[config.mk]
export PLATFORM = sky130hd
export DESIGN_NAME = div_iter
export DESIGN_NICKNAME = d
export VERILOG_FILES = /design/src/rtl/div_iter_pkg.sv /design/src/rtl/div_step.sv /design/src/rtl/div_iter.sv
export SDC_FILE = /design/constraint.sdc
export NUM_CORES = 1
export LEC_CHECK = 0
export CAP_MARGIN = 30
export CORE_ASPECT_RATIO = 1.25
export CORE_UTILIZATION = 27
export DETAILED_ROUTE_END_ITERATION = 10
export GPL_TIMING_DRIVEN = 0
export SLEW_MARGIN = 20
export SYNTH_ARGS = -nofsm -noshare
export SYNTH_HDL_FRONTEND = slang
export SYNTH_SLANG_ARGS = --single-unit
export TNS_END_PERCENT = 10
[constraint.sdc]
create_clock -name clk -period 6.9 [get_ports clk]
set_input_delay 1.38 -clock clk [delete_from_list [all_inputs] [get_ports clk]]
set_output_delay 1.38 -clock clk [all_outputs]
set_load 0.05 [all_outputs]
[src/rtl/div_iter_pkg.sv]
// div_iter_pkg: shared state encoding, default width and HI/LO placement for the divider
package div_iter_pkg;
  localparam int DIV_DATA_W = 32;
  localparam int LO_OFS     = 0;
  localparam int HI_OFS     = DIV_DATA_W;
  typedef enum logic [1:0] {
    IDLE    = 2'd0,
    DIVZERO = 2'd1,
    ON      = 2'd2,
    END     = 2'd3
  } state_t;
endpackage

[src/rtl/div_step.sv]
// div_step: one combinational restoring step on a {remainder, dividend/quotient} accumulator
module div_step #(
  parameter int W = 32
) (
  input  logic [2*W-1:0] acc_i,
  input  logic [W-1:0]   dvs_i,
  output logic [2*W-1:0] acc_o,
  output logic           q_o
);
  logic [W:0] rem_sh, diff;
  assign rem_sh = acc_i[2*W-1:W-1];
  // rem < divisor always holds, so the top bit of the W+1 bit difference is the borrow
  assign diff   = rem_sh - {1'b0, dvs_i};
  assign q_o    = ~diff[W];
  assign acc_o  = {q_o ? diff[W-1:0] : rem_sh[W-1:0], acc_i[W-2:0], q_o};
endmodule

[src/rtl/div_iter.sv]
// div_iter: multi-cycle radix-2 restoring divider for DIV/DIVU; result is {HI=remainder, LO=quotient}
module div_iter
  import div_iter_pkg::*;
#(
  parameter int DATA_W = DIV_DATA_W,
  parameter int CNT_W  = 6
) (
  input  logic                clk,
  input  logic                resetn,
  input  logic                start_i,
  input  logic                signed_i,
  input  logic [DATA_W-1:0]   opdata1_i,
  input  logic [DATA_W-1:0]   opdata2_i,
  input  logic                annul_i,
  output logic [2*DATA_W-1:0] result_o,
  output logic                ready_o,
  output logic                stall_o
);
  state_t              state_q, state_d;
  logic [CNT_W-1:0]    cnt_q, cnt_d;
  logic [DATA_W-1:0]   rem_q, rem_d, dvd_q, dvd_d, dvs_q, dvs_d;
  logic                sgn_q, sgn_d, s1_q, s1_d, s2_q, s2_d, ready_q, ready_d;
  logic [2*DATA_W-1:0] result_q, result_d, step_acc;
  logic                qbit;
  logic [DATA_W-1:0]   q_raw, r_raw, q_fix, r_fix;

  div_step #(.W(DATA_W)) u_step (
    .acc_i({rem_q, dvd_q}),
    .dvs_i(dvs_q),
    .acc_o(step_acc),
    .q_o  (qbit)
  );

  assign q_raw    = {step_acc[DATA_W-1:1], qbit};
  assign r_raw    = step_acc[2*DATA_W-1:DATA_W];
  assign q_fix    = (sgn_q & (s1_q ^ s2_q)) ? -q_raw : q_raw;
  assign r_fix    = (sgn_q & s1_q) ? -r_raw : r_raw;
  assign stall_o  = start_i & ~ready_q & ~annul_i;
  assign ready_o  = ready_q;
  assign result_o = result_q;

  always_comb begin
    state_d  = state_q;
    cnt_d    = cnt_q;
    rem_d    = rem_q;
    dvd_d    = dvd_q;
    dvs_d    = dvs_q;
    sgn_d    = sgn_q;
    s1_d     = s1_q;
    s2_d     = s2_q;
    ready_d  = 1'b0;
    result_d = result_q;
    if (annul_i) begin
      state_d = IDLE;
    end else begin
      case (state_q)
        IDLE: if (start_i) begin
          if (opdata2_i == '0) begin
            state_d = DIVZERO;
          end else begin
            state_d = ON;
            // 0x80000000 negates to itself, which is the correct magnitude read as unsigned
            dvd_d   = (signed_i & opdata1_i[DATA_W-1]) ? -opdata1_i : opdata1_i;
            dvs_d   = (signed_i & opdata2_i[DATA_W-1]) ? -opdata2_i : opdata2_i;
            rem_d   = '0;
            cnt_d   = '0;
            sgn_d   = signed_i;
            s1_d    = opdata1_i[DATA_W-1];
            s2_d    = opdata2_i[DATA_W-1];
          end
        end
        DIVZERO: begin
          state_d  = END;
          ready_d  = 1'b1;
          result_d = '0;
        end
        ON: begin
          rem_d = r_raw;
          dvd_d = q_raw;
          cnt_d = cnt_q + 1'b1;
          if (cnt_q == CNT_W'(DATA_W - 1)) begin
            state_d                      = END;
            ready_d                      = 1'b1;
            result_d[HI_OFS +: DATA_W]   = r_fix;
            result_d[LO_OFS +: DATA_W]   = q_fix;
          end
        end
        default: state_d = IDLE;
      endcase
    end
  end

  always_ff @(posedge clk or negedge resetn) begin
    if (!resetn) begin
      state_q  <= IDLE;
      cnt_q    <= '0;
      rem_q    <= '0;
      dvd_q    <= '0;
      dvs_q    <= '0;
      sgn_q    <= 1'b0;
      s1_q     <= 1'b0;
      s2_q     <= 1'b0;
      ready_q  <= 1'b0;
      result_q <= '0;
    end else begin
      state_q  <= state_d;
      cnt_q    <= cnt_d;
      rem_q    <= rem_d;
      dvd_q    <= dvd_d;
      dvs_q    <= dvs_d;
      sgn_q    <= sgn_d;
      s1_q     <= s1_d;
      s2_q     <= s2_d;
      ready_q  <= ready_d;
      result_q <= result_d;
    end
  end
endmodule

### After elaboration in Yosys (flattened, before gate mapping)

Index checks and enable logic that the tools add are counted.

* add/sub/neg operators: 6
* eq/ne operators: 8
* muxes and demuxes: 24
* bitwise logic cells: 11
* reduce and logical (&&, ||, !) cells: 8

Operators by type and width (count)
* two-way mux 32 bit: 9
* negation 32 bit: 4
* case mux 32 bit (2 select lines): 2
* case mux 64 bit (2 select lines): 1
* two-way mux 64 bit: 1
* subtractor 33 x 32 -> 33 bit: 1
* zero test 32 bit: 1
* two-way mux 6 bit: 2
* case mux 6 bit (2 select lines): 1
* two-way mux 2 bit: 4
* AND reduction 4 bit: 2
* adder 6 x 1 -> 6 bit, second input constant: 1
* bitwise AND 1 bit: 6
* equality test 6 x 5 -> 1 bit, second input constant: 1
* inequality test 2 bit, second input constant: 3
* inequality test 3 bit, second input constant: 2
* case mux 2 bit (3 select lines): 1
* inverter 1 bit: 4
* nonzero test 2 bit: 2
* AND reduction 3 bit: 1
* equality test 2 x 1 -> 1 bit, second input constant: 1
* equality test 2 bit, second input constant: 1
* zero test 2 bit: 1
* two-way mux 1 bit: 2
* 3 further kinds: 3

* flip-flop bits (word level): 172
* output and inout port bits: 66

### Logic depth before layout (Yosys ltp)

* depth in word-level cells: 6
* mapped depth: 25

### Cells and area by module

From an unflattened synthesis, not the netlist that was laid out.

* cell total of the unflattened synthesis: 1425
* area, all modules: 12106.6 µm²

Modules (own cells, without submodules)
* div_iter: times used 1, cells an instance 1084, area an instance 9549.2 µm², sequential area each 4304.1 µm²
* div_step: times used 1, cells an instance 341, area an instance 2557.5 µm², sequential area each 0.0 µm²

### Least setup slack after synthesis

Ideal clock, no wire load.

* path type: register to register
* start: register dvd_q[31]
* end: register result_q[60], in the netlist result_o[60]
* setup time: 0.132 ns
* data arrival time: 5.121 ns
* required time: 6.768 ns
* path slack: 1.646 ns
* cell stages (with the launch flop): 25
* buffers on the path: 2
* clock period less this slack: 5.254 ns
* path through: dfrtp_1 > inv_1 > ha_1 > inv_1 > fa_1 > a211oi_1 > o21ai_1 > o211a_1 > o21a_1 > nor3_2 > nor2_4 > inv_2 > buf_6 > clkbuf_1 > mux2i_1 > ha_1 > nand2_1 > nor2_1 > o211ai_1 > nor4b_1 > o22ai_1 > or4b_1 > o41ai_2 > xor2_1 > o21ai_1

* longest elaborated chain between the ends: 6

Ends and longest elaborated chain
* start: declaration: RTL line div_iter.sv:21 `logic [DATA_W-1:0] rem_q, rem_d, dvd_q, dvd_d, dvs_q, dvs_d;`
* start signal: assignment: RTL line div_iter.sv:109 `dvd_q <= dvd_d;`
* subtractor 33 x 32 -> 33 bit: RTL line div_step.sv:13 `assign diff = rem_sh - {1'b0, dvs_i};`
* two-way mux 32 bit *: RTL line div_step.sv:15 `assign acc_o = {q_o ? diff[W-1:0] : rem_sh[W-1:0], acc_i[W-2:0], q_o};`
* negation 32 bit: RTL line div_iter.sv:37 `assign r_fix = (sgn_q & s1_q) ? -r_raw : r_raw;`
* two-way mux 32 bit *: RTL line div_iter.sv:37
* two-way mux 64 bit *: RTL line div_iter.sv:81 `if (cnt_q == CNT_W'(DATA_W - 1)) begin`
* case mux 64 bit (2 select lines) *: RTL line div_iter.sv:56 `case (state_q)`
* end signal: assignment: RTL line div_iter.sv:115 `result_q <= result_d;`
* end: declaration: RTL line div_iter.sv:23 `logic [2*DATA_W-1:0] result_q, result_d, step_acc;`

Every way passes the cells marked *; elsewhere a longest branch is shown, timed or not. The select of a mux whose other input is x is not followed.
A chain may end at the register's enable or synchronous reset.

### Final worst setup path

Same ends and word-level chain as after synthesis.

==> impl.org <==
** Run status
- Result of the run :: completed

** Min path
- In this run the worst hold path is classified as register to register.
- Hold Crit Endpoint :: dvs_q[29]
- HP Start :: dvs_q[29]
- Depth of the worst hold-timing path :: 2

** Placement
- At the end of routability-driven placement, the weighted congestion stood at 0.932.
- The wire-length estimate of the detail-placed layout is approximately 32 mm.
- Port Buf Inserts :: 133
- Once placement finished, the instance area stood at between 10000 and 15000 µm².

** Clock network
- TritonCTS built the clock tree.
- The clock tree synthesis step divided the H-tree into 4 levels.
- Once the clock tree was built, the setup fixing pass inserted 0 buffers.
- CTS resizes :: 0
- Clock-pin slew was measured on the worst setup and hold paths at 70 ps.
- Clock tree synthesis inserted a total of 17 buffers.
- Worst-Skew Late Latency :: roughly 460 ps
- No sink is reached through more buffers than the 2 on the longest clock path.
- Clock tree synthesis selected as its root buffer the cell clkbuf_16.
- The tree built by TritonCTS fans out to around 170 sinks.

** Floorplan
- The floorplan step defined a die boundary enclosing between 40000 and 50000 µm².
- Once the floorplan was initialized, standard cells occupied around 28% of the core.
- Horizontal extent of the die :: 192 µm
- IO Pins :: roughly 140
- Core area :: roughly 44000 µm²
- Vertical extent of the die :: roughly 240 µm
- Site row count :: 86

** Power
- Leakage dissipation :: 6.08 nW
- In this run the power density over the cells is between 500 and 600 nW/µm².
- Worst vdd ir :: 0.425 mV
- Summing internal, switching and leakage power gives 8.78 mW.

** Logic synthesis
- Library cell with the largest summed area after synthesis :: dfrtp_1
- Leading cell types by total area after synthesis :: dfrtp_1 35%, nand2_1 5.3%, xor2_1 5.1%, xnor2_1 5.0%, a21oi_1 4.6%
- Sequential cell area fraction in the yosys report :: a little over a third
- Nets in the synthesized netlist :: approximately 1600
- Yosys warning count :: 0
- Fraction of registers with async set/reset :: between 90% and 100%
- The cell area that synthesis handed to floorplanning was about 12000 µm².
- Counting flops with a built-in enable in the synthesized netlist gives 0.
- The number of different library cells used by synthesis comes to slightly below 80.
- The synthesized design devotes to its leading area cell type between 30% and 40% of total area.
- Average cell area after synthesis :: 8.26 µm²
- In this run, synthesis produced a sequential element count of 172.
- Flip-flop cell with the highest count after synthesis :: dfrtp_1
- Counting every instance in the synthesized netlist gives 1476.

** Timing
- Timing would allow up to about 160 MHz.
- Final period demand of the worst path :: 6120 ps
- Dividing the final minimum period by the clock period gives between 80% and 90%.
- Count of pins over their slew limit :: 0
- Relative max-transition margin :: a little under a third
- Final setup fails :: 0
- Between clock sinks in the finished design, the worst skew comes to just under 20 ps.
- Final count of hold timing violations :: 0
- Setup repair after global routing left no endpoint under its margin.
- For the pin with the worst max-slew slack, the measured transition is between 1000 and 1500 ps.

** Setup path
- In this run the critical register-to-register path is launched from dvd_q[31].
- The worst register-to-register path ends at result_o[60].
- The worst register-to-register path has a setup slack of between 700 and 800 ps.
- The critical path is of the register to register type.
- Crit path DAT :: 6450 ps
- The worst setup path is launched from a register.
- The worst register-to-register path has a depth of 24.
- STA classifies the critical path endpoint as a register.
- Required arrival time at the worst endpoint :: a little over 7000 ps
- Largest fanout on the critical path :: 19

** Global routing
- Total overflow reported by the global router :: 0
- Pin count of the biggest net entering global routing :: 85
- GRT Util Overall :: between 15 and 20%
- The via count of the first global-routing pass came to ~11000.
- Initial antenna violation count :: 0
- Global-route wire length before repair :: about 63 mm

** Run
- The tool flagged a number of max-cap violations equal to 0.

** Drt
- The detail route stage leaves a number of antenna-violating nets equal to 0.
- Via density :: 5.25
- DR DRC count :: 0
- Before antenna repair, the detailed router went through 5 iterations.
- The final layout contains routed wiring with a total length of 40.4 mm.
- Via count :: approximately 12000
- Initial DRC Count :: roughly 840
- After detailed routing, the average wire length per cell comes to ~18 µm.

** Layout
- Final layout net count :: roughly 1700
- Area growth from synthesis to final layout :: 22.3%
- Number of filler cells placed in the layout :: between 4000 and 5000
- After routing the design area is around 15000 µm².
- The repair_antennas step left the layout with diodes totalling 0.
- Layout cell share with drive strength beyond 1 :: about 4.7%
-- layer usage --
metal / GRT usage, % / up-vias / routed length [µm]
li1: - / 5624 / -
met1: 20.0 / 5582 / 15900
met2: 32.7 / 331 / 21300
met3: 2.52 / 82 / 1690
met4: 8.18 / 0 / 1550
met5: 0 / - / 0
-- state kept, by name, summed over array words and instances (netlist names) --
name      flops
rem_q        32
state_q       2
cnt_q         6
sgn_q         1
s2_q          1
result_o     64
dvd_q        32
ready_o       1
dvs_q        32
s1_q          1
-- through the flow --
stage | setup WS, ps | setup TNS, ps | cells | util, % | hold slack, ps
2_1_floorplan | 1650 | 0 | 1476 | - | 450
3_3_place_gp | -2670 | -453920 | 2181 | 32.1 | 467
3_5_place_dp | 513 | 0 | 2183 | 32.3 | 472
4_1_cts | 445 | 0 | 2215 | 33.6 | 489
5_1_grt | 239 | 0 | 2215 | 33.6 | 508
6_report | 781 | 0 | 2215 | 33.6 | 479
-- worst max-delay path, stage by stage, from the launching register on --
cell      delay, ps
dfrtp_1         430
inv_1            80
ha_1            160
inv_1            60
fa_1            430
a211oi_1        240
o21ai_1         230
o211a_1         330
o21a_1          270
o21a_4          250
nor2_4          170
inv_2            60
buf_6           170
clkbuf_1        280
a21oi_1         280
ha_1            290
nand2_1          70
nor2_1          100
o211ai_1        120
nor4b_1         400
o22ai_1         260
or4b_1          650
o41ai_2         370
xor2_1          210
o21ai_1          70
-- what timing repair did --
item                                   4_1_cts  5_1_grt
setup endpoints to repair                    0        3
hold buffers                                 0        0
endpoints found under the hold margin        0        0
-- worst max path at each step --
stage	from	end	depth (start not counted)
after floorplan	dvd_q[31]	result_o[60]	24
after global placement	resetn	dvs_q[28]	1
after detailed placement	dvd_q[31]	result_o[60]	24
after CTS	dvd_q[31]	result_o[60]	24
after global routing	dvd_q[31]	result_o[60]	24
final	dvd_q[31]	result_o[60]	24
-- Yosys cell counts (7+ instances only) --
| cell | n |
|---|---|
| a21oi_1 | 112 |
| o21ai_0 | 94 |
| and3_1 | 13 |
| a31oi_1 | 17 |
| nand2_1 | 171 |
| inv_1 | 54 |
| or3_1 | 13 |
| nand4_1 | 10 |
| xor2_1 | 71 |
| o21ai_1 | 62 |
| nand2b_1 | 8 |
| nand3_1 | 18 |
| xnor2_1 | 70 |
| a221o_1 | 29 |
| and2_1 | 18 |
| buf_2 | 19 |
| o21a_1 | 8 |
| o31ai_1 | 33 |
| mux2i_1 | 24 |
| a21o_1 | 17 |
| a211oi_1 | 12 |
| clkbuf_1 | 58 |
| nor4_1 | 14 |
| nor3_1 | 63 |
| ha_1 | 41 |
| o41ai_1 | 11 |
| dfrtp_1 | 172 |
| or4_1 | 16 |
| nor2_1 | 122 |
| o21bai_1 | 7 |
-- final cells by class --
type | instances | area [µm²] | area share, %
clock buffers | 17 | 425 | 2.85
multi-input cells | 1165 | 7330 | 49.1
clock inverters | 15 | 188 | 1.26
flip-flops and latches | 172 | 4300 | 28.9
repair buffers | 136 | 1400 | 9.36
well taps | 572 | 716 | 4.80
inverters | 56 | 210 | 1.41
plain buffers | 82 | 347 | 2.32
-- placed cells by master (no fill, tap or decap), types with 18 or more instances in the layout --
| master | synthesis | routed |
|---|---|---|
| nor3_1 | 63 | 63 |
| a221o_1 | 29 | 29 |
| and2_1 | 18 | 18 |
| nor2_1 | 122 | 122 |
| nand3_1 | 18 | 18 |
| a21oi_1 | 112 | 112 |
| inv_1 | 54 | 54 |
| mux2i_1 | 24 | 24 |
| clkbuf_1 | 58 | 57 |
| xor2_1 | 71 | 71 |
| o21ai_0 | 94 | 94 |
| xnor2_1 | 70 | 70 |
| clkdlybuf4s50_1 | 0 | 132 |
| nand2_1 | 171 | 171 |
| o31ai_1 | 33 | 33 |
| buf_2 | 19 | 19 |
| ha_1 | 41 | 41 |
| o21ai_1 | 62 | 62 |
| dfrtp_1 | 172 | 172 |
-- cell families (layout without fill, tap and decap cells) --
group / Yosys count / count (layout) / synth area share (%)
compound gates: 454 / 454 / 23.8
xor+xnor: 141 / 141 / 10.1
fa+ha+maj: 42 / 42 / 4.37
buf+inv: 139 / 306 / 4.60
flops: 172 / 172 / 35.3
mux: 28 / 28 / 2.34
simple gates: 500 / 500 / 19.5
-- where the power goes --
part / total [mW] / switching (mW) / internal (mW) / leakage, nW
clock network: 0.995 / 0.498 / 0.496 / 0.295
logic: 5.87 / 3.77 / 2.10 / 3.58
registers: 1.92 / 0.461 / 1.46 / 2.21
total: 8.78 / 4.73 / 4.06 / 6.08
No activity file was read; power rests on OpenSTA's default activity.
